`src/rtl/sram_rr_arbiter_pkg.sv`:
```
// ============================================================================
// Module   : sram_rr_arbiter_pkg
// Purpose  : Shared state encoding, requester indices and SRAM bus widths.
// Revision : 1.0 - initial release
// ============================================================================
`default_nettype none

package sram_rr_arbiter_pkg;

  typedef enum logic [1:0] {
    IDLE    = 2'd0,
    RD_ADDR = 2'd1,
    RD_DATA = 2'd2,
    WR      = 2'd3
  } arb_state_t;

  localparam int RD_ICACHE   = 0;
  localparam int RD_DCACHE   = 1;
  localparam int RD_UNCACHED = 2;
  localparam int WR_DCACHE   = 0;
  localparam int WR_UNCACHED = 1;

  localparam int NUM_RD       = 3;
  localparam int NUM_WR       = 2;
  localparam int SRAM_ADDR_W  = 32;
  localparam int SRAM_LINE_W  = 256;
  localparam int SRAM_TYPE_W  = 6;
  localparam int SRAM_STRB_W  = 16;
  localparam int DEF_MAX_WAIT = 8;

  function automatic int idx_w(input int n);
    return (n > 1) ? $clog2(n) : 1;
  endfunction

endpackage

`default_nettype wire

```
`src/rtl/sram_rr_arbiter_if.sv`:
```
// ============================================================================
// Module   : sram_rr_arbiter_if
// Purpose  : Requester-side and downstream SRAM-port signals of the arbiter.
//            slave = arbiter view, master = requesters plus memory view.
// Revision : 1.0 - initial release
// ============================================================================
`default_nettype none

interface sram_rr_arbiter_if
  import sram_rr_arbiter_pkg::*;
#(
  parameter int N_RD   = NUM_RD,
  parameter int N_WR   = NUM_WR,
  parameter int ADDR_W = SRAM_ADDR_W,
  parameter int LINE_W = SRAM_LINE_W,
  parameter int TYPE_W = SRAM_TYPE_W,
  parameter int STRB_W = SRAM_STRB_W
) ();

  logic [N_RD-1:0]        rd_req;
  logic [N_RD*ADDR_W-1:0] rd_addr;
  logic [N_RD*TYPE_W-1:0] rd_type;
  logic [N_RD-1:0]        rd_abort;
  logic [N_RD-1:0]        rd_rdy;
  logic [LINE_W-1:0]      rd_data;
  logic [N_RD-1:0]        rd_valid;

  logic [N_WR-1:0]        wr_req;
  logic [N_WR*ADDR_W-1:0] wr_addr;
  logic [N_WR*LINE_W-1:0] wr_data;
  logic [N_WR*TYPE_W-1:0] wr_type;
  logic [N_WR*STRB_W-1:0] wr_strb;
  logic [N_WR-1:0]        wr_rdy;

  logic                   m_r_req;
  logic [ADDR_W-1:0]      m_r_addr;
  logic [TYPE_W-1:0]      m_r_type;
  logic                   m_r_rdy;
  logic [LINE_W-1:0]      m_re_data;
  logic                   m_re_valid;

  logic                   m_w_req;
  logic [ADDR_W-1:0]      m_w_addr;
  logic [LINE_W-1:0]      m_w_data;
  logic [TYPE_W-1:0]      m_w_type;
  logic [STRB_W-1:0]      m_w_strb;
  logic                   m_w_rdy;

  modport slave (
    input  rd_req, rd_addr, rd_type, rd_abort,
    output rd_rdy, rd_data, rd_valid,
    input  wr_req, wr_addr, wr_data, wr_type, wr_strb,
    output wr_rdy,
    output m_r_req, m_r_addr, m_r_type,
    input  m_r_rdy, m_re_data, m_re_valid,
    output m_w_req, m_w_addr, m_w_data, m_w_type, m_w_strb,
    input  m_w_rdy
  );

  modport master (
    output rd_req, rd_addr, rd_type, rd_abort,
    input  rd_rdy, rd_data, rd_valid,
    output wr_req, wr_addr, wr_data, wr_type, wr_strb,
    input  wr_rdy,
    input  m_r_req, m_r_addr, m_r_type,
    output m_r_rdy, m_re_data, m_re_valid,
    input  m_w_req, m_w_addr, m_w_data, m_w_type, m_w_strb,
    output m_w_rdy
  );

endinterface

`default_nettype wire

```
`src/rtl/sram_rr_arbiter_rr_pick.sv`:
```
// ============================================================================
// Module   : sram_rr_arbiter_rr_pick
// Purpose  : Combinational round-robin picker; searches upward from i_ptr.
// Revision : 1.0 - initial release
// ============================================================================
`default_nettype none

module sram_rr_arbiter_rr_pick #(
  parameter int N     = 3,
  parameter int PTR_W = (N > 1) ? $clog2(N) : 1
) (
  input  wire logic [N-1:0]     i_req,
  input  wire logic [PTR_W-1:0] i_ptr,
  output logic      [N-1:0]     o_gnt
);

  int   w_idx;
  logic w_found;

  always_comb begin
    o_gnt   = '0;
    w_found = 1'b0;
    w_idx   = 0;
    for (int i = 0; i < N; i++) begin
      w_idx = (int'(i_ptr) + i) % N;
      if (!w_found && i_req[w_idx]) begin
        o_gnt[w_idx] = 1'b1;
        w_found      = 1'b1;
      end
    end
  end

endmodule

`default_nettype wire

```
`src/rtl/sram_rr_arbiter.sv`:
```
// ============================================================================
// Module   : sram_rr_arbiter
// Purpose  : Shares one SRAM-style port between cache/uncached requesters;
//            writes first (bounded by read starvation), reads round-robin.
//            Optional grant/stall counters: define SRAM_ARB_PERF_EN.
// Revision : 1.0 - initial release
// ============================================================================
`default_nettype none

module sram_rr_arbiter
  import sram_rr_arbiter_pkg::*;
#(
  parameter int N_RD     = NUM_RD,
  parameter int N_WR     = NUM_WR,
  parameter int ADDR_W   = SRAM_ADDR_W,
  parameter int LINE_W   = SRAM_LINE_W,
  parameter int TYPE_W   = SRAM_TYPE_W,
  parameter int STRB_W   = SRAM_STRB_W,
  parameter int MAX_WAIT = DEF_MAX_WAIT
) (
  input  wire logic        clk,
  input  wire logic        rst,
  sram_rr_arbiter_if.slave bus
`ifdef SRAM_ARB_PERF_EN
  ,
  output logic [N_RD*32-1:0] perf_rd_grants,
  output logic [N_WR*32-1:0] perf_wr_grants,
  output logic [31:0]        perf_stall
`endif
);

  localparam int c_rd_idx_w = idx_w(N_RD);
  localparam int c_wr_idx_w = idx_w(N_WR);
  localparam int c_cnt_w    = $clog2(MAX_WAIT + 1);
  localparam logic [c_cnt_w-1:0]    c_max_wait = c_cnt_w'(MAX_WAIT);
  localparam logic [c_rd_idx_w-1:0] c_rd_last  = c_rd_idx_w'(N_RD - 1);

  arb_state_t              r_state, w_state_nxt;
  logic [c_rd_idx_w-1:0]   r_rd_idx, r_rr_ptr, w_rd_pick_idx;
  logic [c_wr_idx_w-1:0]   r_wr_idx, w_wr_pick_idx;
  logic [N_RD-1:0]         w_rd_pick_oh;
  logic [c_cnt_w-1:0]      r_starve;
  logic                    r_drop;
  logic                    w_any_rd, w_any_wr, w_grant_wr, w_grant_rd;
  logic                    w_drop_now, w_rd_accept;

  assign w_any_rd    = |bus.rd_req;
  assign w_any_wr    = |bus.wr_req;
  assign w_grant_wr  = (r_state == IDLE) && w_any_wr && (!w_any_rd || (r_starve < c_max_wait));
  assign w_grant_rd  = (r_state == IDLE) && !w_grant_wr && w_any_rd;
  assign w_rd_accept = (r_state == RD_ADDR) && bus.m_r_rdy;
  // An abort in the data phase also kills data arriving in that same cycle.
  assign w_drop_now  = r_drop | bus.rd_abort[r_rd_idx];

  sram_rr_arbiter_rr_pick #(
    .N     (N_RD),
    .PTR_W (c_rd_idx_w)
  ) u_rr_pick (
    .i_req (bus.rd_req),
    .i_ptr (r_rr_ptr),
    .o_gnt (w_rd_pick_oh)
  );

  always_comb begin
    w_rd_pick_idx = '0;
    for (int i = 0; i < N_RD; i++) begin
      if (w_rd_pick_oh[i]) w_rd_pick_idx = c_rd_idx_w'(i);
    end
  end

  // Descending scan so the lowest requesting index wins.
  always_comb begin
    w_wr_pick_idx = '0;
    for (int i = N_WR - 1; i >= 0; i--) begin
      if (bus.wr_req[i]) w_wr_pick_idx = c_wr_idx_w'(i);
    end
  end

  always_ff @(posedge clk or posedge rst) begin
    if (rst) r_state <= IDLE;
    else     r_state <= w_state_nxt;
  end

  always_comb begin
    w_state_nxt  = r_state;
    bus.rd_rdy   = '0;
    bus.rd_valid = '0;
    bus.rd_data  = '0;
    bus.wr_rdy   = '0;
    bus.m_r_req  = 1'b0;
    bus.m_r_addr = '0;
    bus.m_r_type = '0;
    bus.m_w_req  = 1'b0;
    bus.m_w_addr = '0;
    bus.m_w_data = '0;
    bus.m_w_type = '0;
    bus.m_w_strb = '0;
    case (r_state)
      IDLE: begin
        if (w_grant_wr)      w_state_nxt = WR;
        else if (w_grant_rd) w_state_nxt = RD_ADDR;
      end
      RD_ADDR: begin
        bus.m_r_req          = 1'b1;
        bus.m_r_addr         = bus.rd_addr[r_rd_idx*ADDR_W +: ADDR_W];
        bus.m_r_type         = bus.rd_type[r_rd_idx*TYPE_W +: TYPE_W];
        bus.rd_rdy[r_rd_idx] = bus.m_r_rdy;
        if (bus.m_r_rdy) w_state_nxt = RD_DATA;
      end
      RD_DATA: begin
        bus.rd_data            = bus.m_re_data;
        bus.rd_valid[r_rd_idx] = bus.m_re_valid & ~w_drop_now;
        if (bus.m_re_valid) w_state_nxt = IDLE;
      end
      WR: begin
        bus.m_w_req          = 1'b1;
        bus.m_w_addr         = bus.wr_addr[r_wr_idx*ADDR_W +: ADDR_W];
        bus.m_w_data         = bus.wr_data[r_wr_idx*LINE_W +: LINE_W];
        bus.m_w_type         = bus.wr_type[r_wr_idx*TYPE_W +: TYPE_W];
        bus.m_w_strb         = bus.wr_strb[r_wr_idx*STRB_W +: STRB_W];
        bus.wr_rdy[r_wr_idx] = bus.m_w_rdy;
        if (bus.m_w_rdy) w_state_nxt = IDLE;
      end
      default: w_state_nxt = IDLE;
    endcase
  end

  always_ff @(posedge clk or posedge rst) begin
    if (rst) begin
      r_rd_idx <= '0;
      r_wr_idx <= '0;
      r_rr_ptr <= '0;
      r_starve <= '0;
      r_drop   <= 1'b0;
    end else begin
      if (w_grant_wr) r_wr_idx <= w_wr_pick_idx;
      if (w_grant_rd) r_rd_idx <= w_rd_pick_idx;
      if (w_rd_accept) r_rr_ptr <= (r_rd_idx == c_rd_last) ? '0 : r_rd_idx + 1'b1;

      if (!w_any_rd || w_grant_rd)             r_starve <= '0;
      else if (w_grant_wr && (r_starve < c_max_wait)) r_starve <= r_starve + 1'b1;

      // Abort only counts once the address has been accepted.
      if (w_rd_accept)
        r_drop <= bus.rd_abort[r_rd_idx];
      else if (r_state == RD_DATA)
        r_drop <= bus.m_re_valid ? 1'b0 : w_drop_now;
    end
  end

`ifdef SRAM_ARB_PERF_EN
  logic [31:0] r_perf_stall;

  for (genvar gi = 0; gi < N_RD; gi++) begin : g_perf_rd
    logic [31:0] r_cnt;
    always_ff @(posedge clk or posedge rst) begin
      if (rst)                                r_cnt <= '0;
      else if (w_grant_rd && w_rd_pick_oh[gi]) r_cnt <= r_cnt + 32'd1;
    end
    assign perf_rd_grants[gi*32 +: 32] = r_cnt;
  end

  for (genvar gi = 0; gi < N_WR; gi++) begin : g_perf_wr
    logic [31:0] r_cnt;
    always_ff @(posedge clk or posedge rst) begin
      if (rst)                                                r_cnt <= '0;
      else if (w_grant_wr && (w_wr_pick_idx == c_wr_idx_w'(gi))) r_cnt <= r_cnt + 32'd1;
    end
    assign perf_wr_grants[gi*32 +: 32] = r_cnt;
  end

  always_ff @(posedge clk or posedge rst) begin
    if (rst)                                             r_perf_stall <= '0;
    else if ((r_state != IDLE) && (w_any_rd || w_any_wr)) r_perf_stall <= r_perf_stall + 32'd1;
  end
  assign perf_stall = r_perf_stall;
`endif

endmodule

`default_nettype wire
```
`src/flat_wrapper.sv`:
```
// flat-port wrapper written by rule: the top's interface ports become plain ports
module sram_rr_arbiter_flat import sram_rr_arbiter_pkg::*;
#(
  parameter int N_RD     = NUM_RD,
  parameter int N_WR     = NUM_WR,
  parameter int ADDR_W   = SRAM_ADDR_W,
  parameter int LINE_W   = SRAM_LINE_W,
  parameter int TYPE_W   = SRAM_TYPE_W,
  parameter int STRB_W   = SRAM_STRB_W,
  parameter int MAX_WAIT = DEF_MAX_WAIT
)
  (clk, rst, bus_rd_req, bus_rd_addr, bus_rd_type, bus_rd_abort, bus_rd_rdy, bus_rd_data, bus_rd_valid, bus_wr_req, bus_wr_addr, bus_wr_data, bus_wr_type, bus_wr_strb, bus_wr_rdy, bus_m_r_req, bus_m_r_addr, bus_m_r_type, bus_m_r_rdy, bus_m_re_data, bus_m_re_valid, bus_m_w_req, bus_m_w_addr, bus_m_w_data, bus_m_w_type, bus_m_w_strb, bus_m_w_rdy);
  sram_rr_arbiter_if #(.N_RD(N_RD), .N_WR(N_WR), .ADDR_W(ADDR_W), .LINE_W(LINE_W), .TYPE_W(TYPE_W), .STRB_W(STRB_W)) bus_i ();
  input  wire logic clk;
  input  wire logic rst;
  input wire logic [$bits(bus_i.rd_req)-1:0] bus_rd_req;
  input wire logic [$bits(bus_i.rd_addr)-1:0] bus_rd_addr;
  input wire logic [$bits(bus_i.rd_type)-1:0] bus_rd_type;
  input wire logic [$bits(bus_i.rd_abort)-1:0] bus_rd_abort;
  output wire logic [$bits(bus_i.rd_rdy)-1:0] bus_rd_rdy;
  output wire logic [$bits(bus_i.rd_data)-1:0] bus_rd_data;
  output wire logic [$bits(bus_i.rd_valid)-1:0] bus_rd_valid;
  input wire logic [$bits(bus_i.wr_req)-1:0] bus_wr_req;
  input wire logic [$bits(bus_i.wr_addr)-1:0] bus_wr_addr;
  input wire logic [$bits(bus_i.wr_data)-1:0] bus_wr_data;
  input wire logic [$bits(bus_i.wr_type)-1:0] bus_wr_type;
  input wire logic [$bits(bus_i.wr_strb)-1:0] bus_wr_strb;
  output wire logic [$bits(bus_i.wr_rdy)-1:0] bus_wr_rdy;
  output wire logic [$bits(bus_i.m_r_req)-1:0] bus_m_r_req;
  output wire logic [$bits(bus_i.m_r_addr)-1:0] bus_m_r_addr;
  output wire logic [$bits(bus_i.m_r_type)-1:0] bus_m_r_type;
  input wire logic [$bits(bus_i.m_r_rdy)-1:0] bus_m_r_rdy;
  input wire logic [$bits(bus_i.m_re_data)-1:0] bus_m_re_data;
  input wire logic [$bits(bus_i.m_re_valid)-1:0] bus_m_re_valid;
  output wire logic [$bits(bus_i.m_w_req)-1:0] bus_m_w_req;
  output wire logic [$bits(bus_i.m_w_addr)-1:0] bus_m_w_addr;
  output wire logic [$bits(bus_i.m_w_data)-1:0] bus_m_w_data;
  output wire logic [$bits(bus_i.m_w_type)-1:0] bus_m_w_type;
  output wire logic [$bits(bus_i.m_w_strb)-1:0] bus_m_w_strb;
  input wire logic [$bits(bus_i.m_w_rdy)-1:0] bus_m_w_rdy;
  assign bus_i.rd_req = bus_rd_req;
  assign bus_i.rd_addr = bus_rd_addr;
  assign bus_i.rd_type = bus_rd_type;
  assign bus_i.rd_abort = bus_rd_abort;
  assign bus_rd_rdy = bus_i.rd_rdy;
  assign bus_rd_data = bus_i.rd_data;
  assign bus_rd_valid = bus_i.rd_valid;
  assign bus_i.wr_req = bus_wr_req;
  assign bus_i.wr_addr = bus_wr_addr;
  assign bus_i.wr_data = bus_wr_data;
  assign bus_i.wr_type = bus_wr_type;
  assign bus_i.wr_strb = bus_wr_strb;
  assign bus_wr_rdy = bus_i.wr_rdy;
  assign bus_m_r_req = bus_i.m_r_req;
  assign bus_m_r_addr = bus_i.m_r_addr;
  assign bus_m_r_type = bus_i.m_r_type;
  assign bus_i.m_r_rdy = bus_m_r_rdy;
  assign bus_i.m_re_data = bus_m_re_data;
  assign bus_i.m_re_valid = bus_m_re_valid;
  assign bus_m_w_req = bus_i.m_w_req;
  assign bus_m_w_addr = bus_i.m_w_addr;
  assign bus_m_w_data = bus_i.m_w_data;
  assign bus_m_w_type = bus_i.m_w_type;
  assign bus_m_w_strb = bus_i.m_w_strb;
  assign bus_i.m_w_rdy = bus_m_w_rdy;
  sram_rr_arbiter #(.N_RD(N_RD), .N_WR(N_WR), .ADDR_W(ADDR_W), .LINE_W(LINE_W), .TYPE_W(TYPE_W), .STRB_W(STRB_W), .MAX_WAIT(MAX_WAIT)) u_core (.clk(clk), .rst(rst), .bus(bus_i));
endmodule
```
`config.mk`:
```
export PLATFORM = sky130hd
export DESIGN_NAME = sram_rr_arbiter_flat
export DESIGN_NICKNAME = d
export VERILOG_FILES = /design/src/rtl/sram_rr_arbiter_pkg.sv /design/src/rtl/sram_rr_arbiter_if.sv /design/src/rtl/sram_rr_arbiter_rr_pick.sv /design/src/rtl/sram_rr_arbiter.sv /design/src/flat_wrapper.sv
export SDC_FILE = /design/constraint.sdc
export NUM_CORES = 1
export LEC_CHECK = 0
export ABC_AREA = 1
export BUFFER_PORTS_ARGS = -buffer_cell sky130_fd_sc_hd__buf_2
export CORE_AREA = 2 2 639 641
export DETAILED_ROUTE_END_ITERATION = 16
export DIE_AREA = 0 0 641 643
export GPL_ROUTABILITY_DRIVEN = 1
export PLACE_DENSITY_LB_ADDON = 0.08
export SLEW_MARGIN = 20
export SYNTH_ARGS = -nofsm -noshare
export SYNTH_HDL_FRONTEND = slang
export SYNTH_SLANG_ARGS = --single-unit
```
`constraint.sdc`:
```
create_clock -name clk -period 2 [get_ports clk]
set_input_delay 0.5 -clock clk [delete_from_list [all_inputs] [get_ports clk]]
set_output_delay 0.5 -clock clk [all_outputs]
set_load 0.03 [all_outputs]
```
### After elaboration in Yosys (flattened, before gate mapping)

Index checks and enable logic that the tools add are counted.

| word-level totals | value |
|---|---|
| latch bits | 0 |
| memory bits (read-only) | 0 |
| register bits | 12 |
| memories | 0 |
| RAM bits | 0 |
| logic and storage cells | 127 |
| bits of input ports | 1003 |

| operators by class | value |
|---|---|
| multipliers | 2 |
| magnitude comparators | 11 |
| reduce and logical (&&, ||, !) cells | 25 |
| muxes and demuxes | 54 |
| equality and inequality tests | 8 |
| add/subtract/negate cells | 4 |
| divide/modulo/power cells | 3 |
| shifts and indexed selects | 6 |
| bitwise operators | 8 |

Operators with widths:

| kind | number |
|---|---|
| 2-to-1 mux 256 bit | 2 |
| indexed part select 512 x 10 -> 256 bit | 1 |
| >= comparator 32 x 1 -> 1 bit, second input constant | 3 |
| less-than comparator 32 x 4 -> 1 bit, second input constant | 3 |
| indexed part select 96 x 8 -> 32 bit | 1 |
| remainder unit 32 x 3 -> 32 bit, second input constant | 2 |
| 2-to-1 mux 32 bit | 2 |
| indexed part select 64 x 7 -> 32 bit | 1 |
| remainder unit 3 x 3 -> 32 bit, second input constant | 1 |
| indexed part select 32 x 6 -> 16 bit | 1 |
| 2-to-1 mux 1 bit | 22 |
| indexed part select 18 x 6 -> 6 bit | 1 |
| 2-to-1 mux 16 bit | 1 |
| 2-to-1 mux 2 bit | 8 |
| 2-to-1 mux 3 bit | 5 |
| logical AND 1 bit | 13 |
| 2-to-1 mux 6 bit | 2 |
| indexed part select 12 x 5 -> 6 bit | 1 |
| binary-select mux 1 bit (select 2 bit) | 4 |
| demux 1 bit (select 2 bit) | 4 |
| 2-to-1 mux 4 bit | 2 |
| one-hot mux 2 bit (4 select lines) | 1 |
| AND 3 bit | 2 |
| == test 2 bit, second input constant | 3 |
| other kinds (27) | 35 |

### Longest topological paths before layout

Gate-level depths: netlist (run 1).

| logic depth | value |
|---|---|
| word-level depth | 13 |
| mapped depth | 11 |
| depth with buffers taken out | 11 |

### Modules after synthesis

Synthesis (run 1) repeated with hierarchy kept, for this count alone.

| unflattened totals | value |
|---|---|
| cells, all modules | 1964 |
| area total of the unflattened synthesis | 8464.4 um2 |

Modules (own cells, without submodules):

| module | cells an instance | area each (um2) | seq. area each (um2) | instances |
|---|---|---|---|---|
| sram_rr_arbiter | 1922 | 8231.6 | 300.3 | 1 |
| sram_rr_arbiter_rr_pick | 42 | 232.7 | 0.0 | 1 |

### Worst setup path after synthesis (run 1)

OpenSTA, ideal clock, no wires.

| timing | value |
|---|---|
| path type | register -> output |
| from | register u_core.r_wr_idx |
| to | output port bus_m_w_data[100] |
| setup slack | -0.041 ns |
| buffers on the path | 3 |
| cell stages (with the launch flop) | 7 |
| arrival time | 1.541 ns |
| cells stage by stage | dfrtp_1 > buf_2 > inv_2 > buf_2 > clkbuf_1 > nand2_1 > a21oi_1 |

| between the ends | value |
|---|---|
| cells in the longest elaborated chain, start to end | 2 |

Ends and longest elaborated chain:

| item | line | RTL |
|---|---|---|
| from (decl) | sram_rr_arbiter.sv:40 | `logic [c_wr_idx_w-1:0] r_wr_idx, w_wr_pick_idx;` |
| from (signal assigned) | sram_rr_arbiter.sv:136 | `if (w_grant_wr) r_wr_idx <= w_wr_pick_idx;` |
| indexed part select 512 x 10 -> 256 bit | sram_rr_arbiter.sv:118 | `bus.m_w_data = bus.wr_data[r_wr_idx*LINE_W +: LINE_W];` |
| 2-to-1 mux 256 bit | sram_rr_arbiter.sv:98 | `case (r_state)` |
| to (decl) | flat_wrapper.sv:37 | `output wire logic [$bits(bus_i.m_w_data)-1:0] bus_m_w_data;` |

Every way passes these cells.

### Worst setup path after layout (run 1)

| timing | value |
|---|---|
| from | register u_core.r_wr_idx |
| to | output port bus_m_w_data[55] |

Same word-level chain as after synthesis.

==> results of run 1 <==
==> synthesized netlist by cell type (all sizes together) <==
library cell	n
ha	5
nor3	5
a21oi	312
nand3	52
nand2	800
o211ai	3
o21bai	2
dfrtp	12
buf	80
clkbuf	67
xor2	1
o21ai	8
nor2	277
inv	326
nand3b	1
nand4	2
a22oi	2
==> power by group through the flow <==
stage / Combinational, mW / Clock (mW) / Sequential, mW
2_1_floorplan: 14.4 / 0 / 0.412
3_3_place_gp: 32.9 / 0 / 0.481
3_5_place_dp: 32.4 / 0 / 0.472
4_1_cts: 35.2 / 0.438 / 0.479
5_1_grt: 39.3 / 0.454 / 0.509
6_report: 36.9 / 0.412 / 0.486
==> routing by layer <==
layer  track usage [%]  vias to the layer above  part of all wire [%]
li1                  -                     9517                     -
met1              11.5                     9672                    37
met2              19.0                     1209                    49
met3              4.61                      347                    11
met4              1.63                      164                   2.0
met5                 0                        -                  0.46
==> flip-flops by register name (all words and copies together) (netlist names) <==
signal,count
u_core.r_drop,1
u_core.r_state,2
u_core.r_starve,4
u_core.r_rr_ptr,2
u_core.r_wr_idx,1
u_core.r_rd_idx,2
==> logic make-up after synthesis <==
logic type	count (synthesis)
AOI/OAI and AO/OA	327
xor gates and xnor gates	1
adders and majority gates	5
buffers and inverters	473
DFF	12
and+or+nand+nor	1137
==> worst reg2reg max path: cells and delay by family (launching register included) <==
family,cells,cell delay (ns)
and+or+nand+nor,3,0.36
buffers and inverters,4,0.79
AOI/OAI and AO/OA,2,0.13
DFF,1,0.37
==> how the worst min path moves through the flow <==
| stage | endpoint | slack (ns) | cells after the start |
|---|---|---|---|
| finish | u_core.r_wr_idx | 0.15 | 2 |
| global route | u_core.r_wr_idx | 0.17 | 2 |
| CTS | u_core.r_wr_idx | 0.19 | 2 |
| detailed placement | u_core.r_wr_idx | 0.47 | 2 |
| global placement | u_core.r_wr_idx | 0.48 | 2 |
| floorplan | u_core.r_drop | 0.36 | 1 |
==> per-stage QoR <==
step	TNS, ns	setup slack, ns	instances	hold slack [ns]	util (%)
finish	-213.73	-0.528	9248	0.147	7.51
global route	-278.14	-0.609	9200	0.168	7.48
CTS	-261.64	-0.658	9126	0.186	7.05
detailed placement	-93.74	-0.786	9104	0.470	6.65
global placement	-108.60	-0.765	9104	0.482	6.65
floorplan	-0.299	-0.0371	1955	0.365	-
==> layout make-up <==
| cell class | instances | area, µm² |
|---|---|---|
| multi-input cells | 1470 | 7910 |
| flip-flops and latches | 12 | 305 |
| clock buffers | 4 | 78.8 |
| fillers | 48471 | 375000 |
| diodes | 76 | 190 |
| repair buffers | 1932 | 13900 |
| well taps | 5428 | 6790 |
| inverters | 326 | 1270 |
==> repair_timing <==
action | in CTS | in global routing
gates cloned | 8 | 13
setup endpoints to repair | 614 | 614
gates resized for setup | 278 | 329
pin swaps | 27 | 53
setup buffers | 10 | 37
==> results.py, run 1 <==
metrics = {
    "status": {
        "status": "complete, but fails checks",
        "violations": "setup timing",
    },
    "cells_and_area": {
        "finalNetCount": 4753,
        "area_growth_syn_to_layout_pct": 269,
        "final_area_mm2": 0.0304,
        "layout_commonest_cell": "buf_2",
        "final_cell_mix": "buf_2, nand2_1, inv_1",
        "drive_above_1_share_pct": 60.2,
    },
    "yosys": {
        "yosys.area.top_type": "nand2_1",
        "synth_fa_ha_area_share_pct": 0.757,
        "synth_area_leaders": "nand2_1, a21oi_1, inv_1",
        "synth_top_area_share_pct": 36.3,
        "synth_fp_nets": 2963,
        "synthCells": 1955,
        "synth_xor_area_share_pct": 0.106,
        "yosysWarnings": 0,
        "seq_area_frac_synth_pct": 3.64,
        "ys_ff_latch": 12,
        "synth_compound_area_share_pct": 20.1,
        "synth_top_family_by_area": "simple AND/OR/NAND/NOR gates",
        "synth_cell_types": 25,
        "syn_avg_cell_area_um2": 4.23,
        "synthMuxAreaShare_pct": 0,
        "synth_area_mm2": 0.00826,
        "synth_simple_gate_area_share_pct": 52.8,
    },
    "place": {
        "port_buffers": 1616,
        "hpwlAfterDp_um": 213000,
        "gp_congestion": 0.906,
        "postPlaceCellArea_mm2": 0.0269,
    },
    "timing": {
        "finalHoldViolations": 0,
        "slew-limit-headroom_pct": 54.1,
        "timing.final.ws_setup_ns": -0.528,
        "finClkSkew_ns": 0.0126,
        "rsz0062_at_grt": "yes",
        "clock.fmax_mhz": 396,
        "worstMarginPinSlew_ns": 0.686,
        "setup_violations": 614,
        "drv_slew": 0,
        "fin_crit_sh_pct": 126,
        "min_period_ns": 2.53,
    },
    "route": {
        "routedWlPerCell_um": 25.2,
        "drt-total-wl_um": 233000,
        "drt_iter0_drc": 1367,
        "ant_nets": 0,
        "routed_via_density": 2.26,
        "drtPass1Iterations": 6,
        "vias": 20909,
        "drcViolationCount": 0,
    },
    "critical_path": {
        "path_cells": "buf_6 > buf_16 > buf_12 > buf_16 > nand2_1 > a21oi_2 > buf_4 > buf_12",
        "worst_path_max_delay_cell": "dfrtp_4",
        "rr_startpoint": "u_core.r_state[1]",
        "cp-startpoint": "u_core.r_wr_idx",
        "worstSetupPathType": "reg2out",
        "crit_fanout": 12,
        "cp.depth": 8,
        "cp-end-kind": "primary output",
        "ff2ff_setup_slack_ns": 0.23,
        "critPathBufInv": 6,
        "slowest_delay_ns": 0.55,
        "cp-start-kind": "flop",
        "r2r_cells": 9,
        "cpLargestDelayFamily": "buffers and inverters",
        "crit_required_ns": 1.50,
        "worstPathArrival_ns": 2.03,
        "r2r-end": "u_core.r_state[0]",
        "endpoint": "bus_m_w_data[55]",
    },
    "grt": {
        "track_usage_pct": 10.6,
        "grt_pass1_vias": 20961,
        "antenna_found_initial": 240,
        "grt_start_max_net_pins": 45,
        "globalRouteOverflowTotal": 0,
        "grt_pass1_wl_um": 274000,
    },
    "cts": {
        "numCtsBuffers": 3,
        "clkTransAtPathRegs_ns": 0.06,
        "clock-root-buffer": "clkbuf_16",
        "cts_tree": "built",
        "cts_max_path_buffers": 2,
        "postCtsHoldBufs": 0,
        "cts.sinks": 12,
        "clk_latency_ns": 0.26,
        "h-tree-depth": 1,
    },
    "min_path": {
        "hp-class": "in2async",
    },
    "floorplan": {
        "start_util_pct": 2.04,
        "die_x_um": 641,
        "row_count": 234,
        "die_h_um": 643,
        "core_area_mm2": 0.405,
        "num_io_pins": 1617,
        "fp.dieArea_mm2": 0.412,
    },
    "power": {
        "power.share.sequential_pct": 1.3,
        "p_leak_nw": 14.8,
        "p_total_mw": 37.8,
        "peakVddDrop_mv": 0.386,
        "p_switching_mw": 24.5,
        "internal_power_mw": 13.3,
        "power_density_mw_per_mm2": 1240,
        "power_frac_clock_pct": 1.1,
        "swShare_pct": 64.7,
        "combPwrFrac_pct": 97.6,
    },
    "flow_run": {
        "maxCapViolCount": 0,
    },
}
No activity file was read; power rests on OpenSTA's default activity.
==> run 2: changes to the inputs <==
Settings changed: BUFFER_PORTS_ARGS -buffer_cell sky130_fd_sc_hd__buf_2 to unset, CORE_AREA 2 2 639 641 to 2 2 638 640, DIE_AREA 0 0 641 643 to 0 0 640 642, DONT_BUFFER_PORTS set to 1, PLACE_DENSITY set to 0.3, PLACE_DENSITY_LB_ADDON 0.08 to unset.
==> results.py, run 2 (synthesized netlist as in run 1, its figures left out) <==
metrics = {
    "status": {
        "status": "complete, but fails checks",
        "violations": "setup timing",
    },
    "cts": {
        "cts_max_path_buffers": 2,
        "clkTransAtPathRegs_ns": 0.05,
        "h-tree-depth": 1,
        "clk_latency_ns": 0.25,
        "cts.sinks": 12,
        "cts_tree": "built",
        "numCtsBuffers": 3,
        "clock-root-buffer": "clkbuf_16",
    },
    "timing": {
        "setup_violations": 613,
        "drv_slew": 0,
        "min_period_ns": 2.56,
        "finalHoldViolations": 0,
        "worstMarginPinSlew_ns": 0.643,
        "finClkSkew_ns": 0.00779,
        "clock.fmax_mhz": 391,
        "fin_crit_sh_pct": 128,
        "rsz0062_at_grt": "yes",
        "timing.final.ws_setup_ns": -0.557,
        "slew-limit-headroom_pct": 57.1,
    },
    "cells_and_area": {
        "largest_register_ff_count": 4,
        "area_growth_syn_to_layout_pct": 246,
        "finalNetCount": 3721,
        "final_area_mm2": 0.0286,
        "instances_no_fill": 8196,
        "regMostFlops": "u_core.r_starve",
        "nFillCells": 47788,
        "multi_input_area_mm2": 0.00856,
        "seqCellArea_um2": 307,
        "drive_above_1_share_pct": 47.1,
        "layout_commonest_cell": "nand2_1",
        "final_cell_mix": "nand2_1, buf_4, inv_1",
    },
    "critical_path": {
        "r2r_cells": 10,
        "worstSetupPathType": "reg2out",
        "r2r-end": "u_core.r_state[0]",
        "cp-start-kind": "flop",
        "worstPathArrival_ns": 2.06,
        "cp-end-kind": "primary output",
        "rr_startpoint": "u_core.r_state[0]",
        "crit_fanout": 7,
        "ff2ff_setup_slack_ns": 0.26,
        "crit_required_ns": 1.50,
    },
    "place": {
        "hpwlAfterDp_um": 248000,
        "port_buffers": 0,
        "gp_congestion": 1.02,
        "postPlaceCellArea_mm2": 0.0255,
        "dp_cells": 8069,
    },
    "grt": {
        "globalRouteOverflowTotal": 0,
        "grt_pass1_vias": 16833,
        "grt_start_max_net_pins": 69,
        "track_usage_pct": 12.2,
        "antenna_found_initial": 188,
        "grt_pass1_wl_um": 299000,
    },
    "floorplan": {
        "die_x_um": 640,
        "num_io_pins": 1617,
        "row_count": 234,
        "fp.dieArea_mm2": 0.411,
        "start_util_pct": 2.04,
        "core_area_mm2": 0.404,
        "die_h_um": 642,
    },
    "route": {
        "routedWlPerCell_um": 32.8,
        "routed_via_density": 2.13,
        "drcViolationCount": 0,
        "drtPass1Iterations": 8,
        "drt_iter0_drc": 1502,
        "drt-total-wl_um": 269000,
        "vias": 17476,
        "ant_nets": 0,
    },
    "power": {
        "peakVddDrop_mv": 0.477,
        "p_leak_nw": 11.3,
        "power_density_mw_per_mm2": 1490,
    },
    "min_path": {
        "hp-class": "in2async",
    },
    "flow_run": {
        "maxCapViolCount": 0,
    },
}
run 2: worst max-delay path by stage:
stage / startpoint / endpoint / slack (ns)
2_1_floorplan: u_core.r_state[1] / bus_m_w_data[116] / -0.04
3_3_place_gp: u_core.r_wr_idx / bus_m_w_data[223] / -0.60
3_5_place_dp: u_core.r_wr_idx / bus_m_w_data[223] / -0.60
4_1_cts: u_core.r_wr_idx / bus_m_w_data[7] / -0.56
5_1_grt: u_core.r_wr_idx / bus_m_w_type[5] / -0.57
6_report: u_core.r_wr_idx / bus_m_w_data[174] / -0.56
run 2: per-layer routing:
layer	part of all wire [%]	GRT usage, %	up-vias	routed length [µm]
li1	-	-	7416	-
met1	34	11.9	8162	90400
met2	54	23.9	1389	145000
met3	10	5.00	383	27300
met4	1.8	1.97	126	4860
met5	0.34	0	-	911
run 2: worst max-delay path, cell delays in order, from the launching register on:
cell     delay [ns]
dfrtp_4        0.56
buf_16         0.18
buf_4          0.14
buf_6          0.10
buf_16         0.12
nand2_1        0.07
a21oi_2        0.27
buf_4          0.19
buf_6          0.13
run 2: what timing repair did:
action                     4_1_cts  5_1_grt
setup buffers                   18       23
hold buffers                     0        0
setup endpoints to repair      611      614
cloned                          10       18
resized for setup              185      220
pin swaps                       36       62
run 2: metrics by stage:
| step | utilization, % | setup WS (ns) | hold WS, ns | TNS (ns) | total power [mW] |
|---|---|---|---|---|---|
| after floorplan | - | -0.0371 | 0.365 | -0.299 | 14.8 |
| after global placement | 6.31 | -0.598 | 0.500 | -67.34 | 37.7 |
| after detailed placement | 6.31 | -0.602 | 0.503 | -65.37 | 37.6 |
| after CTS | 6.64 | -0.556 | 0.249 | -205.96 | 40.9 |
| after global routing | 7.05 | -0.568 | 0.254 | -228.24 | 44.9 |
| final | 7.07 | -0.557 | 0.222 | -194.08 | 42.7 |
run 2: cell type report:
type,count,share of cell area [%]
antenna,56,0.490
clock buffer,4,0.311
multi-input combinational,1471,30.0
tap,5428,23.8
sequential,12,1.07
inverter,326,4.47
timing repair buffer,899,39.9
run 2: power by group:
| group | internal [mW] | switching, mW | total [mW] | leakage, nW |
|---|---|---|---|---|
| sequential | 0.347 | 0.154 | 0.501 | 0.151 |
| combinational | 15.4 | 26.4 | 41.8 | 11.1 |
| clock | 0.304 | 0.126 | 0.429 | 0.0445 |
